## config.mk

```make
export PLATFORM = sky130hd
export DESIGN_NAME = smc_access_seq
export DESIGN_NICKNAME = d
export VERILOG_FILES = /design/src/rtl/smc_access_seq.sv
export SDC_FILE = /design/constraint.sdc
export NUM_CORES = 1
export LEC_CHECK = 0
export CORE_MARGIN = 10
export CORE_UTILIZATION = 27
export CTS_BUF_LIST = sky130_fd_sc_hd__clkbuf_16
export DETAILED_ROUTE_END_ITERATION = 7
export HOLD_SLACK_MARGIN = 0.03
export MAX_ROUTING_LAYER = met4
export PLACE_DENSITY_LB_ADDON = 0.05
export SLEW_MARGIN = 15
export SYNTH_ARGS = -nofsm -noshare
export SYNTH_HDL_FRONTEND = slang
export SYNTH_SLANG_ARGS = --single-unit
```

## constraint.sdc

```tcl
create_clock -name hclk -period 4.4 [get_ports hclk]
set_clock_uncertainty 0.15 [all_clocks]
set_input_delay 0.66 -clock hclk [delete_from_list [all_inputs] [get_ports hclk]]
set_output_delay 0.66 -clock hclk [all_outputs]
set_load 0.01 [all_outputs]
```

## src/rtl/smc_access_seq.sv

```systemverilog
// Static memory controller access sequencer: splits one AHB access into SETUP/STROBE/HOLD beats to the external bus.
// Latency 3+ws cycles per beat after a one-entry pending slot; new_access outside IDLE/final HOLD/TURN is dropped.
module smc_access_seq #(
  parameter int WS_W = 4
) (
  input  logic            hclk,
  input  logic            sys_reset,
  input  logic            new_access,
  input  logic [31:0]     addr,
  input  logic [1:0]      xfer_size,
  input  logic            n_read,
  input  logic [31:0]     write_data,
  input  logic [1:0]      cfg_mem_width,
  input  logic [WS_W-1:0] cfg_ws_rd,
  input  logic [WS_W-1:0] cfg_ws_wr,
  input  logic [1:0]      cfg_turn,
  input  logic [31:0]     ext_data_in,
  output logic [31:0]     ext_addr,
  output logic            ext_n_cs,
  output logic            ext_n_oe,
  output logic            ext_n_we,
  output logic [3:0]      ext_n_be,
  output logic [31:0]     ext_data_out,
  output logic            ext_data_oe,
  output logic [31:0]     read_data,
  output logic            smc_done,
  output logic            mac_done,
  output logic            smc_idle
);

  typedef enum logic [2:0] {S_IDLE, S_SETUP, S_STROBE, S_HOLD, S_TURN} state_t;

  state_t          r_state;
  state_t          w_state_nxt;
  logic            w_start;

  logic            r_pend_vld;
  logic [31:0]     r_pend_addr;
  logic [1:0]      r_pend_size;
  logic            r_pend_nrd;

  logic [31:0]     r_addr;
  logic [1:0]      r_size;
  logic            r_nrd;
  logic [1:0]      r_mw;
  logic [WS_W-1:0] r_ws;
  logic [1:0]      r_turn;
  logic [1:0]      r_beat;
  logic [1:0]      r_last;
  logic [WS_W-1:0] r_cnt;
  logic [1:0]      r_tcnt;
  logic [31:0]     r_wdata;
  logic [31:0]     r_rdata;

  logic            w_final;
  logic            w_accept;
  logic            w_pend_any;
  logic [31:0]     w_src_addr;
  logic [1:0]      w_src_sz;
  logic            w_src_nrd;
  logic [1:0]      w_src_mw;
  logic [1:0]      w_src_last;
  logic [31:0]     w_baddr;
  logic            w_active;
  logic [31:0]     w_wsrc;
  logic [31:0]     w_wlane;
  logic [3:0]      w_be;

  assign w_final    = (r_beat == r_last);
  assign w_accept   = new_access && !r_pend_vld &&
                      ((r_state == S_IDLE) || (r_state == S_TURN) || ((r_state == S_HOLD) && w_final));
  assign w_pend_any = r_pend_vld || w_accept;

  // An access starting straight out of HOLD/TURN may come from the bus this cycle rather than the slot.
  assign w_src_addr = r_pend_vld ? r_pend_addr : addr;
  assign w_src_nrd  = r_pend_vld ? r_pend_nrd  : n_read;

  always_comb begin
    w_src_sz = r_pend_vld ? r_pend_size : xfer_size;
    if (w_src_sz == 2'd3) w_src_sz = 2'd2;
    case (cfg_mem_width)
      2'd0:    w_src_mw = 2'd0;
      2'd1:    w_src_mw = 2'd1;
      default: w_src_mw = 2'd2;
    endcase
    w_src_last = 2'd0;
    if (w_src_sz > w_src_mw) begin
      case (w_src_sz - w_src_mw)
        2'd1:    w_src_last = 2'd1;
        2'd2:    w_src_last = 2'd3;
        default: w_src_last = 2'd0;
      endcase
    end
  end

  always_comb begin
    w_state_nxt = r_state;
    w_start     = 1'b0;
    case (r_state)
      S_IDLE: begin
        if (r_pend_vld) begin
          w_state_nxt = S_SETUP;
          w_start     = 1'b1;
        end
      end
      S_SETUP:  w_state_nxt = S_STROBE;
      S_STROBE: if (r_cnt == '0) w_state_nxt = S_HOLD;
      S_HOLD: begin
        if (!w_final) begin
          w_state_nxt = S_SETUP;
        end else if (r_turn != 2'd0) begin
          w_state_nxt = S_TURN;
        end else if (w_pend_any) begin
          w_state_nxt = S_SETUP;
          w_start     = 1'b1;
        end else begin
          w_state_nxt = S_IDLE;
        end
      end
      S_TURN: begin
        if (r_tcnt == 2'd0) begin
          if (w_pend_any) begin
            w_state_nxt = S_SETUP;
            w_start     = 1'b1;
          end else begin
            w_state_nxt = S_IDLE;
          end
        end
      end
      default: w_state_nxt = S_IDLE;
    endcase
  end

  assign w_baddr  = r_addr + ({30'd0, r_beat} << r_mw);
  assign w_active = (r_state == S_SETUP) || (r_state == S_STROBE) || (r_state == S_HOLD);
  assign w_wsrc   = ((r_state == S_SETUP) && (r_beat == 2'd0)) ? write_data : r_wdata;

  always_comb begin
    case (r_mw)
      2'd0:    w_wlane = {24'd0, w_wsrc[{w_baddr[1:0], 3'b000} +: 8]};
      2'd1:    w_wlane = {16'd0, w_wsrc[{w_baddr[1], 4'b0000} +: 16]};
      default: w_wlane = w_wsrc;
    endcase
  end

  always_comb begin
    w_be = 4'hF;
    if (w_active) begin
      case (r_mw)
        2'd0: w_be = 4'b1110;
        2'd1: begin
          if (r_size == 2'd0) w_be = {2'b11, ~(2'b01 << w_baddr[0])};
          else                w_be = 4'b1100;
        end
        default: begin
          case (r_size)
            2'd0:    w_be = ~(4'b0001 << w_baddr[1:0]);
            2'd1:    w_be = ~(4'b0011 << {w_baddr[1], 1'b0});
            default: w_be = 4'b0000;
          endcase
        end
      endcase
    end
  end

  always_ff @(posedge hclk) begin
    if (sys_reset) begin
      r_state     <= S_IDLE;
      r_pend_vld  <= 1'b0;
      r_pend_addr <= '0;
      r_pend_size <= '0;
      r_pend_nrd  <= 1'b0;
      r_addr      <= '0;
      r_size      <= '0;
      r_nrd       <= 1'b0;
      r_mw        <= '0;
      r_ws        <= '0;
      r_turn      <= '0;
      r_beat      <= '0;
      r_last      <= '0;
      r_cnt       <= '0;
      r_tcnt      <= '0;
      r_wdata     <= '0;
      r_rdata     <= '0;
    end else begin
      r_state <= w_state_nxt;

      if (w_start) begin
        r_pend_vld <= 1'b0;
      end else if (w_accept) begin
        r_pend_vld  <= 1'b1;
        r_pend_addr <= addr;
        r_pend_size <= xfer_size;
        r_pend_nrd  <= n_read;
      end

      // Configuration is frozen here so mid-access register writes cannot disturb the bus cycle.
      if (w_start) begin
        r_addr  <= w_src_addr;
        r_size  <= w_src_sz;
        r_nrd   <= w_src_nrd;
        r_mw    <= w_src_mw;
        r_ws    <= w_src_nrd ? cfg_ws_wr : cfg_ws_rd;
        r_turn  <= cfg_turn;
        r_beat  <= 2'd0;
        r_last  <= w_src_last;
        r_rdata <= '0;
      end

      case (r_state)
        S_SETUP: begin
          r_cnt <= r_ws;
          if (r_beat == 2'd0) r_wdata <= write_data;
        end
        S_STROBE: begin
          if (r_cnt != '0) begin
            r_cnt <= r_cnt - 1'b1;
          end else if (!r_nrd) begin
            case (r_mw)
              2'd0:    r_rdata[{w_baddr[1:0], 3'b000} +: 8] <= ext_data_in[7:0];
              2'd1:    r_rdata[{w_baddr[1], 4'b0000} +: 16] <= ext_data_in[15:0];
              default: r_rdata <= ext_data_in;
            endcase
          end
        end
        S_HOLD: begin
          if (!w_final) r_beat <= r_beat + 2'd1;
          else if (r_turn != 2'd0) r_tcnt <= r_turn - 2'd1;
        end
        S_TURN: if (r_tcnt != 2'd0) r_tcnt <= r_tcnt - 2'd1;
        default: ;
      endcase
    end
  end

  assign ext_n_cs     = !w_active;
  assign ext_addr     = w_active ? w_baddr : 32'd0;
  assign ext_n_oe     = !((r_state == S_STROBE) && !r_nrd);
  assign ext_n_we     = !((r_state == S_STROBE) && r_nrd);
  assign ext_n_be     = w_be;
  assign ext_data_oe  = w_active && r_nrd;
  assign ext_data_out = ext_data_oe ? w_wlane : 32'd0;
  assign read_data    = r_rdata;
  assign smc_done     = (r_state == S_HOLD);
  assign mac_done     = (r_state == S_HOLD) && w_final;
  assign smc_idle     = (r_state == S_IDLE) && !r_pend_vld;

endmodule

```

Word-level counts from Yosys, hierarchy flattened

Cells that the tools add are included.

Reduce and logical (&&, ||, !) cells: 36
Order comparisons: 1
Shifts and indexed selects: 10
Bitwise operators: 4
Add/subtract/negate cells: 8
Muxes and demuxes: 46
Eq/ne operators: 18

Operator list:

| operator                | number |
|---|---|
| $mux 32                 | 9 |
| $pmux 32 s2             | 2 |
| $bwmux 32               | 2 |
| $add 32x32->32          | 1 |
| $shift 16x7->32 const A | 1 |
| $shift 8x7->32 const A  | 1 |
| $shiftx 16x7->32        | 1 |
| $shiftx 32x6->16        | 1 |
| $shiftx 32x6->8         | 1 |
| $shiftx 8x7->32         | 1 |
| $shl 2x2->32            | 1 |
| $pmux 4 s2              | 3 |
| $mux 2                  | 10 |
| $mux 3                  | 5 |
| $pmux 3 s5              | 1 |
| $neg 5->7               | 2 |
| $mux 4                  | 3 |
| $pmux 2 s2              | 3 |
| $logic_not 2->1         | 5 |
| $eq 2x1->1 const B      | 4 |
| $logic_and 1x1->1       | 8 |
| $ne 2x1->1 const B      | 4 |
| $not 4->4               | 2 |
| $reduce_bool 2->1       | 4 |
| other kinds (27)        | 48 |

Bits in registers: 156
Bits of input ports: 114
Word-level logic and storage cells: 140

Depth between registers and ports, before layout

Depth after elaboration: 16
Depth in mapped cells: 13
Depth with buffers taken out: 11

Worst setup path before layout

No wires, ideal clock.

Path kind: register to output
Start: register r_mw[1]
End: output ext_data_out[5]
Cell stages (with the launch flop): 13
Path slack: 283 ps
Data arrival time: 3,307 ps
Path through: dfxtp_1 clkbuf_1 clkbuf_1 buf_1 nor3_1 ha_1 fa_1 inv_1 a21o_1 clkbuf_1 o21ai_0 nand2_1 a211oi_1

Longest elaborated chain between the ends: 5
Elaborated cells on any way between the ends: 8
Those cells by class: 1 x add/sub; 1 x eq/ne; 3 x shift; 2 x mux; 1 x reduce/logical

RTL lines:

| element                                                    | RTL line | RTL |
|---|---|---|
| from (decl)                                                | 45       | `logic [1:0] r_mw;` |
| from (signal assigned)                                     | 202      | `r_mw <= w_src_mw;` |
| $shl 2x2->32                                               | 134      | `assign w_baddr = r_addr + ({30'd0, r_beat} << r_mw);` |
| $add 32x32->32                                             | 134      |  |
| $shiftx 32x6->16 / $shiftx 32x6->8 (equally long branches) | 141, 140 |  |
| $pmux 32 s2 (*)                                            | 139      | `case (r_mw)` |
| $mux 32 (*)                                                | 242      | `assign ext_data_out = ext_data_oe ? w_wlane : 32'd0;` |
| to (decl)                                                  | 23       | `output logic [31:0] ext_data_out,` |

Every way passes the cells marked *; elsewhere a longest branch is shown, timed or not.

Worst setup path after layout

Start: register r_beat[0]
End: output ext_data_out[6]

Longest elaborated chain between the ends: 6
Elaborated cells on any way between the ends: 9
Those cells by class: 1 x add/sub; 3 x shift; 3 x mux; 2 x reduce/logical

RTL lines:

| element                                                                | RTL line | RTL |
|---|---|---|
| from (decl)                                                            | 48       | `logic [1:0] r_beat;` |
| from (signal assigned)                                                 | 227      | `if (!w_final) r_beat <= r_beat + 2'd1;` |
| parallel branches: the longest is 4 deep, another holds $add 32x32->32 | -        |  |
| $pmux 32 s2 (*)                                                        | 139      |  |
| $mux 32 (*)                                                            | 242      |  |

Mark *: on every way between the ends.

==> flow_summary_export.csv <==
group,metric,value,unit
layout,area_delta_synth_final,38.2,%
sta,fmax,0.238,GHz
floorplanning,start_util,0.273,
drt,vias,8100,
drt,antenna_left,0,
floorplanning,io_pins,221,
global_routing,grt_pass1_wl,46700,um
job,maxCapViolCount,0,
sta,drv_slew,0,
power,powerDensity,572,mW/mm2
worst_setup_path,rr_startpoint,"r_beat[0]",
cts,cts_hold_buf,0,
placement,dp_hpwl,22400,um
drt,vias_per_cell,4.97,
cts,cts_buffers,17,
cts,cts_buffer_depth,2,
logic_synthesis,syn-cell-area,0.00862,mm2
worst_setup_path,critPathMaxFanout,9,
worst_setup_path,r2r_cells,11,
cts,htree_levels,4,
sta,setup-violations-final,0,
worst_setup_path,rrSetupSlack,1.09,ns
min_path,min_to,"read_data[28]",
placement,gp_congestion,0.767,
sta,finalHoldViolations,0,
cts,clock_latency,0.44,ns
min_path,hp-class,"flip-flop to flip-flop",
global_routing,grt_antenna_before_repair,2,
power,vdd.ir_drop.worst,306,uV
worst_setup_path,r2r_end,"read_data[28]",
floorplanning,rows,65,
floorplanning,die_w,199,um
worst_setup_path,crit_start,"r_beat[0]",
cts,cts_tree,"done",
status,status,"completed",
logic_synthesis,yosys_warnings,0,
drt,drt-pass1-iter-count,5,
logic_synthesis,synth_fp_nets,1144,
worst_setup_path,critPathCaptureType,"primary output",
logic_synthesis,avgSynthCellArea,8.53,um2
sta,tightest_slew,0.887,ns
logic_synthesis,ys_seq_area_frac,0.362,
drt,drc_errors,0,
logic_synthesis,synth_cell_type_count,65,
logic_synthesis,ys_ff_latch,156,
min_path,min-delay-start,"read_data[28]",
cts,clk_pin_slew,0.07,ns
worst_setup_path,worst_ep_required_time,3.59,ns
sta,fin_crit,4.19,ns
logic_synthesis,synth-edff-count,0,
worst_setup_path,arrival,3.38,ns
drt,drt_iter0_markers,343,
floorplanning,core_area,0.0316,mm2
layout,final_util,0.377,
drt,wl,30500,um
min_path,holdPathStages,1,
power,leakagePower,4.29,nW
logic_synthesis,synthCells,1011,
floorplanning,dieArea,0.0395,mm2
sta,slew_headroom,0.408,
global_routing,grt_max_degree,78,
global_routing,grt.overflow.total,0,
cts,cts_sinks,156,
drt,post_drt_wl_per_cell,18.7,um
logic_synthesis,synth-main-ff-cell,"dfxtp_1",
layout,nets,1346,
sta,period_share,0.953,
global_routing,grt.total_usage,0.156,
global_routing,first_global_vias,7987,
cts,root_buffer,"clkbuf_16",
layout,drive_above_1_share,0.0922,
placement,port_buffers,220,
worst_setup_path,cp-start-kind,"flip-flop",
worst_setup_path,critPathKind,"flip-flop to primary output",
power,total_power,0.00681,W
floorplanning,die_h,199,um
logic_synthesis,async_reset_ff_frac,0,
## kinds of logic after synthesis
family                     after synthesis  synth area share
and+or+nand+nor                        350             0.184
AOI/OAI and AO/OA                      243             0.199
DFF                                    156             0.362
muxes                                  123             0.153
buffers and inverters                  104            0.0556
adders and majority gates               19            0.0293
xor gates and xnor gates                16            0.0163
## flip-flops by register name (all words and copies together) (netlist names)
signal       flops
r_pend_vld       1
r_turn           2
r_beat           2
r_pend_size      2
r_last           2
r_pend_addr     32
r_addr          32
r_ws             4
read_data       32
r_wdata         32
r_size           2
r_state          3
r_nrd            1
r_tcnt           2
r_cnt            4
r_pend_nrd       1
r_mw             2
## worst max-delay path by stage
stage	end	slack (ns)	depth (start not counted)
floorplan	ext_data_out[5]	0.28	12
global placement	ext_addr[30]	0.49	10
detailed placement	ext_addr[30]	0.40	10
CTS	ext_addr[30]	0.02	10
global route	ext_addr[28]	-0.003	11
finish	ext_data_out[6]	0.21	10
## per-stage QoR
| stage | hold WS [ns] | area, um2 | setup slack, ns | cells | TNS [ns] |
|---|---|---|---|---|---|
| detailed placement | 0.313 | 11200 | 0.404 | 1588 | 0 |
| CTS | 0.326 | 11800 | 0.0216 | 1622 | 0 |
| global route | 0.342 | 11900 | -0.00282 | 1630 | -0.00282 |
| finish | 0.322 | 11900 | 0.205 | 1630 | 0 |
| global placement | 0.307 | 11200 | 0.492 | 1588 | 0 |
| floorplan | 0.298 | 8620 | 0.283 | 1011 | 0 |
## power by group
part           switching, W  internal [W]  total, W
Clock              0.000703      0.000858   0.00156
Sequential         0.000307       0.00177   0.00208
Combinational       0.00175       0.00142   0.00317
Total               0.00276       0.00405   0.00681
## placed cells by master, fill, tap and decap left out, types with 8 or more instances in the layout
| cell type | Yosys | layout |
|---|---|---|
| clkdlybuf4s50_1 | 0 | 218 |
| nor2_1 | 184 | 184 |
| dfxtp_1 | 156 | 151 |
| mux2i_1 | 114 | 114 |
| nand2_1 | 70 | 69 |
| a211oi_1 | 59 | 59 |
| a21oi_1 | 42 | 40 |
| inv_1 | 33 | 32 |
| buf_4 | 5 | 31 |
| o21ai_0 | 27 | 27 |
| o22ai_1 | 23 | 23 |
| clkbuf_16 | 0 | 17 |
| a22oi_1 | 16 | 16 |
| ha_1 | 17 | 16 |
| nand3_1 | 14 | 14 |
| or4_1 | 12 | 12 |
| a31o_2 | 12 | 12 |
| a31o_1 | 12 | 12 |
| o31ai_1 | 11 | 11 |
| xnor2_1 | 9 | 9 |
| or3_1 | 9 | 9 |
| o22a_1 | 9 | 9 |
| nand4_1 | 9 | 9 |
| nor3_1 | 8 | 8 |
## cell usage after synthesis, types with 9 or more instances
cell type,count,share of area
buf_2,20,0.012
clkbuf_1,34,0.015
or4_1,12,0.010
a31o_1,12,0.012
nand4_1,9,0.0065
o21ai_0,27,0.016
a211oi_1,59,0.051
nor2_1,184,0.080
a21oi_1,42,0.024
nand3_1,14,0.0081
nand2_1,70,0.030
mux2i_1,114,0.13
o22a_1,9,0.0091
o31ai_1,11,0.0096
a31o_2,12,0.012
dfxtp_1,156,0.36
inv_1,33,0.014
a22oi_1,16,0.014
o22ai_1,23,0.017
or3_1,9,0.0065
xnor2_1,9,0.0091
ha_1,17,0.025
## critical path, stage by stage (launching register included)
cell and delay [ns]:
dfxtp_2 0.40, inv_1 0.08, nor3_1 0.15, ha_2 0.24
fa_1 0.46, inv_2 0.17, o21ai_1 0.24, o22ai_1 0.18
a211oi_1 0.07, a211oi_1 0.33, clkdlybuf4s50_1 0.61
## timing repair
action | in CTS | in global routing
setup buffers | 2 | 6
gates resized for setup | 1 | 8
pin swaps | 1 | 2
setup endpoints to repair | 5 | 33
hold endpoints to repair | 0 | 0
## area by class of cell
| type | count | area, um2 |
|---|---|---|
| diodes | 2 | 5.00 |
| clock buffers | 17 | 425 |
| clock inverters | 15 | 176 |
| fillers | 3265 | 19600 |
| inverters | 34 | 128 |
| multi-input cells | 751 | 5060 |
| flip-flops and latches | 156 | 3130 |
| well taps | 402 | 503 |
| repair buffers | 253 | 2490 |
## routing by layer
layer | wire length (um) | GRT usage | vias to the layer above
li1 | - | - | 4068
met1 | 13800 | 0.192 | 3849
met2 | 14900 | 0.253 | 161
met3 | 1460 | 0.0351 | 22
met4 | 386 | 0.0373 | 0
met5 | 0 | - | -
Note: power is estimated with default switching activity, not from simulation.
